<file path="src/rtl/mips.sv">
// Single-cycle 32-bit MIPS core: register file, decoder, ALU and next-pc logic; memories are external.
// Defining MIPS_JUMP_EN adds the j instruction; otherwise opcode 000010 executes as a NOP.
module mips #(
    parameter logic [31:0] RESET_PC = 32'h0000_0000
) (
    input  logic        clk,
    input  logic        reset,
    output logic [31:0] pc,
    input  logic [31:0] instr,
    output logic        memwrite,
    output logic [31:0] aluout,
    output logic [31:0] writedata,
    input  logic [31:0] readdata
);

    localparam int unsigned XLEN = 32;
    localparam int unsigned NREG = 32;
    localparam int unsigned RW   = 5;

    localparam logic [5:0] OP_RTYPE = 6'b000000;
    localparam logic [5:0] OP_J     = 6'b000010;
    localparam logic [5:0] OP_BEQ   = 6'b000100;
    localparam logic [5:0] OP_ADDI  = 6'b001000;
    localparam logic [5:0] OP_SLTI  = 6'b001010;
    localparam logic [5:0] OP_ANDI  = 6'b001100;
    localparam logic [5:0] OP_ORI   = 6'b001101;
    localparam logic [5:0] OP_LW    = 6'b100011;
    localparam logic [5:0] OP_SW    = 6'b101011;

    localparam logic [5:0] FN_ADD = 6'b100000;
    localparam logic [5:0] FN_SUB = 6'b100010;
    localparam logic [5:0] FN_AND = 6'b100100;
    localparam logic [5:0] FN_OR  = 6'b100101;
    localparam logic [5:0] FN_XOR = 6'b100110;
    localparam logic [5:0] FN_NOR = 6'b100111;
    localparam logic [5:0] FN_SLT = 6'b101010;

    typedef enum logic [2:0] {
        ALU_ADD,
        ALU_SUB,
        ALU_AND,
        ALU_OR,
        ALU_XOR,
        ALU_NOR,
        ALU_SLT
    } alu_op_t;

    logic [5:0]      op;
    logic [5:0]      funct;
    logic [RW-1:0]   rs;
    logic [RW-1:0]   rt;
    logic [RW-1:0]   rd;
    logic [15:0]     imm;

    assign op    = instr[31:26];
    assign rs    = instr[25:21];
    assign rt    = instr[20:16];
    assign rd    = instr[15:11];
    assign imm   = instr[15:0];
    assign funct = instr[5:0];

    logic    reg_write;
    logic    dst_rd;
    logic    use_imm;
    logic    zext;
    logic    mem_to_reg;
    logic    mem_wr;
    logic    branch;
    logic    jump;
    alu_op_t alu_op;

    // Main decoder; anything not listed falls through as a NOP
    always_comb begin
        reg_write  = 1'b0;
        dst_rd     = 1'b0;
        use_imm    = 1'b0;
        zext       = 1'b0;
        mem_to_reg = 1'b0;
        mem_wr     = 1'b0;
        branch     = 1'b0;
        jump       = 1'b0;
        alu_op     = ALU_ADD;
        case (op)
            OP_RTYPE: begin
                dst_rd    = 1'b1;
                reg_write = 1'b1;
                case (funct)
                    FN_ADD:  alu_op = ALU_ADD;
                    FN_SUB:  alu_op = ALU_SUB;
                    FN_AND:  alu_op = ALU_AND;
                    FN_OR:   alu_op = ALU_OR;
                    FN_XOR:  alu_op = ALU_XOR;
                    FN_NOR:  alu_op = ALU_NOR;
                    FN_SLT:  alu_op = ALU_SLT;
                    default: reg_write = 1'b0;
                endcase
            end
            OP_ADDI: begin
                reg_write = 1'b1;
                use_imm   = 1'b1;
            end
            OP_SLTI: begin
                reg_write = 1'b1;
                use_imm   = 1'b1;
                alu_op    = ALU_SLT;
            end
            OP_ANDI: begin
                reg_write = 1'b1;
                use_imm   = 1'b1;
                zext      = 1'b1;
                alu_op    = ALU_AND;
            end
            OP_ORI: begin
                reg_write = 1'b1;
                use_imm   = 1'b1;
                zext      = 1'b1;
                alu_op    = ALU_OR;
            end
            OP_LW: begin
                reg_write  = 1'b1;
                use_imm    = 1'b1;
                mem_to_reg = 1'b1;
            end
            OP_SW: begin
                use_imm = 1'b1;
                mem_wr  = 1'b1;
            end
            OP_BEQ: begin
                branch = 1'b1;
                alu_op = ALU_SUB;
            end
`ifdef MIPS_JUMP_EN
            OP_J: jump = 1'b1;
`endif
            default: ;
        endcase
    end

    logic [XLEN-1:0] rf [NREG];
    logic [XLEN-1:0] rd1;
    logic [XLEN-1:0] rd2;

    // r0 is hardwired to zero on read
    assign rd1 = (rs == '0) ? '0 : rf[rs];
    assign rd2 = (rt == '0) ? '0 : rf[rt];

    logic [XLEN-1:0] imm_ext;
    logic [XLEN-1:0] src_b;
    logic [XLEN-1:0] alu_result;

    assign imm_ext = zext ? {16'b0, imm} : {{16{imm[15]}}, imm};
    assign src_b   = use_imm ? imm_ext : rd2;

    always_comb begin
        alu_result = '0;
        case (alu_op)
            ALU_ADD: alu_result = rd1 + src_b;
            ALU_SUB: alu_result = rd1 - src_b;
            ALU_AND: alu_result = rd1 & src_b;
            ALU_OR:  alu_result = rd1 | src_b;
            ALU_XOR: alu_result = rd1 ^ src_b;
            ALU_NOR: alu_result = ~(rd1 | src_b);
            ALU_SLT: alu_result = XLEN'($signed(rd1) < $signed(src_b));
            default: alu_result = '0;
        endcase
    end

    assign aluout    = alu_result;
    assign writedata = rd2;
    assign memwrite  = mem_wr & ~reset;

    logic [RW-1:0]   wa;
    logic [XLEN-1:0] wd;

    assign wa = dst_rd ? rd : rt;
    assign wd = mem_to_reg ? readdata : alu_result;

    // Register file write port; reads above see the pre-edge value
    always_ff @(posedge clk) begin
        if (reset) begin
            for (int i = 0; i < NREG; i++) begin
                rf[i] <= '0;
            end
        end else if (reg_write && (wa != '0)) begin
            rf[wa] <= wd;
        end
    end

    logic [XLEN-1:0] pc_plus4;
    logic [XLEN-1:0] branch_target;
    logic [XLEN-1:0] pc_next;
    logic            taken;

    assign pc_plus4      = pc + XLEN'(4);
    assign branch_target = pc_plus4 + {imm_ext[29:0], 2'b00};
    assign taken         = branch & (alu_result == '0);

    always_comb begin
        pc_next = pc_plus4;
        if (jump) begin
            pc_next = {pc_plus4[31:28], instr[25:0], 2'b00};
        end else if (taken) begin
            pc_next = branch_target;
        end
    end

    always_ff @(posedge clk) begin
        if (reset) begin
            pc <= RESET_PC;
        end else begin
            pc <= pc_next;
        end
    end

endmodule

</file>
<file path="config.mk">
export PLATFORM = sky130hd
export DESIGN_NAME = mips
export DESIGN_NICKNAME = d
export VERILOG_FILES = /design/src/rtl/mips.sv
export SDC_FILE = /design/constraint.sdc
export NUM_CORES = 2
export LEC_CHECK = 0
export CORE_MARGIN = 5
export CORE_UTILIZATION = 40
export CTS_CLUSTER_DIAMETER = 60
export DETAILED_ROUTE_END_ITERATION = 7
export GPL_ROUTABILITY_DRIVEN = 0
export PLACE_DENSITY = 0.56
export REMOVE_ABC_BUFFERS = 1
export SLEW_MARGIN = 20
export SYNTH_ARGS = -nofsm -noshare
export SYNTH_HDL_FRONTEND = slang
export SYNTH_SLANG_ARGS = --single-unit
</file>
<file path="constraint.sdc">
create_clock -name clk -period 29.4 [get_ports clk]
set_input_delay 5.88 -clock clk [delete_from_list [all_inputs] [get_ports clk]]
set_output_delay 5.88 -clock clk [all_outputs]
set_load 0.03 [all_outputs]
</file>
==> flow_summary.toml <==
[run_status]
outcome = "finished with violations"
violations = "DRC"

[synthesis]
netlist_area_mm2 = 0.0619
synthArstFlopShare_pct = 0
synth_edf_count = 1024
syn_inst = 4973
synth.most_common_cell = "nor2_1"
ys.flop_type = "edfxtp_1"
ys_seq_elements = 1054
syn_area_per_cell_um2 = 12.4
yosys-top-cells-area = "edfxtp_1, mux4_2, nor2_1"
synthTopCellsByCount = "nor2_1, edfxtp_1, mux4_2"
synth_top_area_cell = "edfxtp_1"
seq_area_frac_synth_pct = 50.6
ys_warn_count = 0
netlist.area_leader.share_pct = 49.7
ys_types = 90

[timing]
slew_headroom_pct = 24.1
worstMarginPinSlew_ns = 1.11
holdWs_ns = 0.634
timing.fmax_mhz = 50.0
skew_ns = 0.0461
hold_viol = 0
fin_tns_setup_ns = 0
period_share_pct = 68.0
rsz0062_at_grt = "false"
drv_slew = 0
period_minus_slack_ns = 19.99
setup_viol = 0

[drt]
vias_per_cell = 6.56
routed.top_layer = "met5"
drcViolationCount = 2
wl_met1_mm = 94.1
postRouteAntennaNets = 0
drt_wl_total_mm = 254
dr_wl_met2_mm = 111
wl_per_cell_um = 35.6
first_pass_iters = 8
drtIter0Drc = 6886
route.vias.total = 46704
dr_wl_met3_mm = 33.5

[floorplanning]
die_w_um = 403
core_area_mm2 = 0.154
die-area_mm2 = 0.163
start_util_pct = 40.2
row_count = 144
die_h_um = 403
io-pin-count = 163

[finish]
area_growth_syn_to_layout_pct = 13.4
final_core_util_pct = 45.6
finalNetCount = 5169
final_layout_size_suffix_gt1_share_pct = 20.1
stdcell_area_mm2 = 0.0702
n_fill_cell = 13835

[place]
port_buffers = 160
dp_hpwl_mm = 148
placed_area_mm2 = 0.0662

[global_routing]
grt_max_degree = 144
grt_pass1_wl_mm = 349
overflow = 0
track_usage_pct = 30.4
grt_pass1_vias = 44672
antenna_found_initial = 12

[clock_tree]
cts_resized = 0
numCtsBuffers = 115
cts_tree = "done"
cts_setup_buffers = 0
clock_latency_ns = 0.76
cts_buffer_depth = 3
clk_pin_slew_worst_paths_ns = 0.06
cts_hold_buffers = 0
h-tree-depth = 3
cts-root-buf = "clkbuf_16"
cts.sinks = 1054

[worst_setup_path]
path_buf_inv = 4
crit_chain = "buf_8, buf_4, buf_12, mux4_2, mux4_2, mux2i_1, nor3_1, a21oi_1, ha_1, a21oi_1, or4_1, a41o_1, a2111oi_0, nor3_1, o21ai_1, o21ai_0, o21ai_0, o21ai_0, xnor2_1, a21o_1, clkdlybuf4s50_1"
critPathMostFrequentCell = "o21ai_0"
cp.arrival_ns = 14.11
required_ns = 23.52
path_class = "input port to output port"
cp_slowest_cell = "a2111oi_0"
end_kind = "output port"
critical_path.top_delay_family = "compound AO/OA/AOI/OAI gates"
crit_fanout = 143
slowest_delay_ns = 0.80
startpoint_type = "input port"

[hold_path]
hold_class = "flop to flop"

[power_and_ir_drop]
power.leakage_nw = 25.4
power.total_w = 0.00445
power_density_mw_per_mm2 = 63.4
vdd_drop_max_mv = 0.0715

[job]
maxCapViolCount = 0
## worst reg2reg max path, cell delays in order, from the launching register on
cell       delay [ns]
edfxtp_1         0.42
mux4_2           0.53
mux4_2           0.62
mux2i_1          0.24
nor3_1           0.07
a21oi_1          0.57
ha_1             0.49
or4_1            0.55
a41o_1           0.28
a2111oi_0        0.80
nor3_1           0.29
o21ai_1          0.43
o211ai_1         0.17
o211ai_1         0.14
a2bb2oi_1        0.09
or3_1            0.55
nor4_1           0.48
nand4_1          0.58
mux2_2           0.49
## cell usage in the layout (no fill, tap or decap), drive strengths merged, types with 12 or more instances in the layout
| cell | n |
|---|---|
| buf | 150 |
| nand3 | 43 |
| clkdlybuf4s50 | 149 |
| nor2b | 26 |
| dfxtp | 30 |
| mux2 | 67 |
| nand2 | 197 |
| a211oi | 26 |
| clkbuf | 140 |
| nand2b | 18 |
| a221oi | 41 |
| conb | 34 |
| a21oi | 194 |
| inv | 123 |
| o21ai | 78 |
| nor3 | 93 |
| o22ai | 39 |
| o21bai | 17 |
| or3 | 27 |
| nor2 | 1168 |
| a21o | 37 |
| o221ai | 27 |
| o21a | 16 |
| a31oi | 17 |
| a211o | 24 |
| nand4 | 17 |
| xor2 | 13 |
| a22oi | 20 |
| mux4 | 513 |
| mux2i | 234 |
| nor4 | 13 |
| o31ai | 12 |
| and2 | 26 |
| and3 | 19 |
| o211ai | 18 |
| ha | 131 |
| clkinv | 60 |
| edfxtp | 1024 |
| xnor2 | 52 |
## final cells by class
cell class / count / area [µm²] / share of cell area (%)
Antenna cell: 6 / 15.0 / 0.0214
Clock buffer: 140 / 3040 / 4.32
Clock inverter: 74 / 631 / 0.898
Inverter: 119 / 447 / 0.636
Sequential cell: 1054 / 31400 / 44.7
Timing Repair Buffer: 299 / 2930 / 4.17
Tap cell: 2044 / 2560 / 3.64
Multi-Input combinational cell: 3380 / 29200 / 41.6
## report_power, final
part           internal [W]  leakage, nW  total (W)  switching, W
clock              0.000797         1.79    0.00144      0.000647
combinational      0.000417         12.8    0.00129      0.000869
sequential          0.00170         10.8    0.00172     0.0000261
total               0.00291         25.4    0.00445       0.00154
## worst paths after layout
kind / startpoint / endpoint / slack, ns / cells after the start
max reg2reg: rf[19][7]$_SDFFCE_PN0P_ / pc[31]$_SDFF_PP0_ / 21.49 / 18
max: instr[17] / aluout[27] / 9.41 / 21
min reg2reg: pc[2]$_SDFF_PP0_ / pc[2]$_SDFF_PP0_ / 0.63 / 2
min: pc[2]$_SDFF_PP0_ / pc[2]$_SDFF_PP0_ / 0.63 / 2
## stage by stage
step,std cells,setup slack [ns]
after floorplan,4553,11.84
after global placement,6882,9.50
after detailed placement,6885,9.54
after CTS,7099,9.52
after global routing,7111,9.09
final,7116,9.41
## cells by family after synthesis
kind of cell / synth area share [%]
muxes: 23.7
AOI/OAI and AO/OA: 7.04
adders and majority gates: 2.75
buffers and inverters: 3.56
and+or+nand+nor: 11.4
other: 0.00606
DFF: 50.6
xor gates and xnor gates: 0.920
## layer usage
layer	up-vias	track usage, %
met5	-	0
met4	8	15.0
met3	628	9.23
met2	3404	45.2
met1	23827	40.7
li1	18837	-
## state kept, by name, indices dropped and copies added, names as in the netlist
name  cells
rf     1024
pc       30
(Power assumes the default switching activity.)
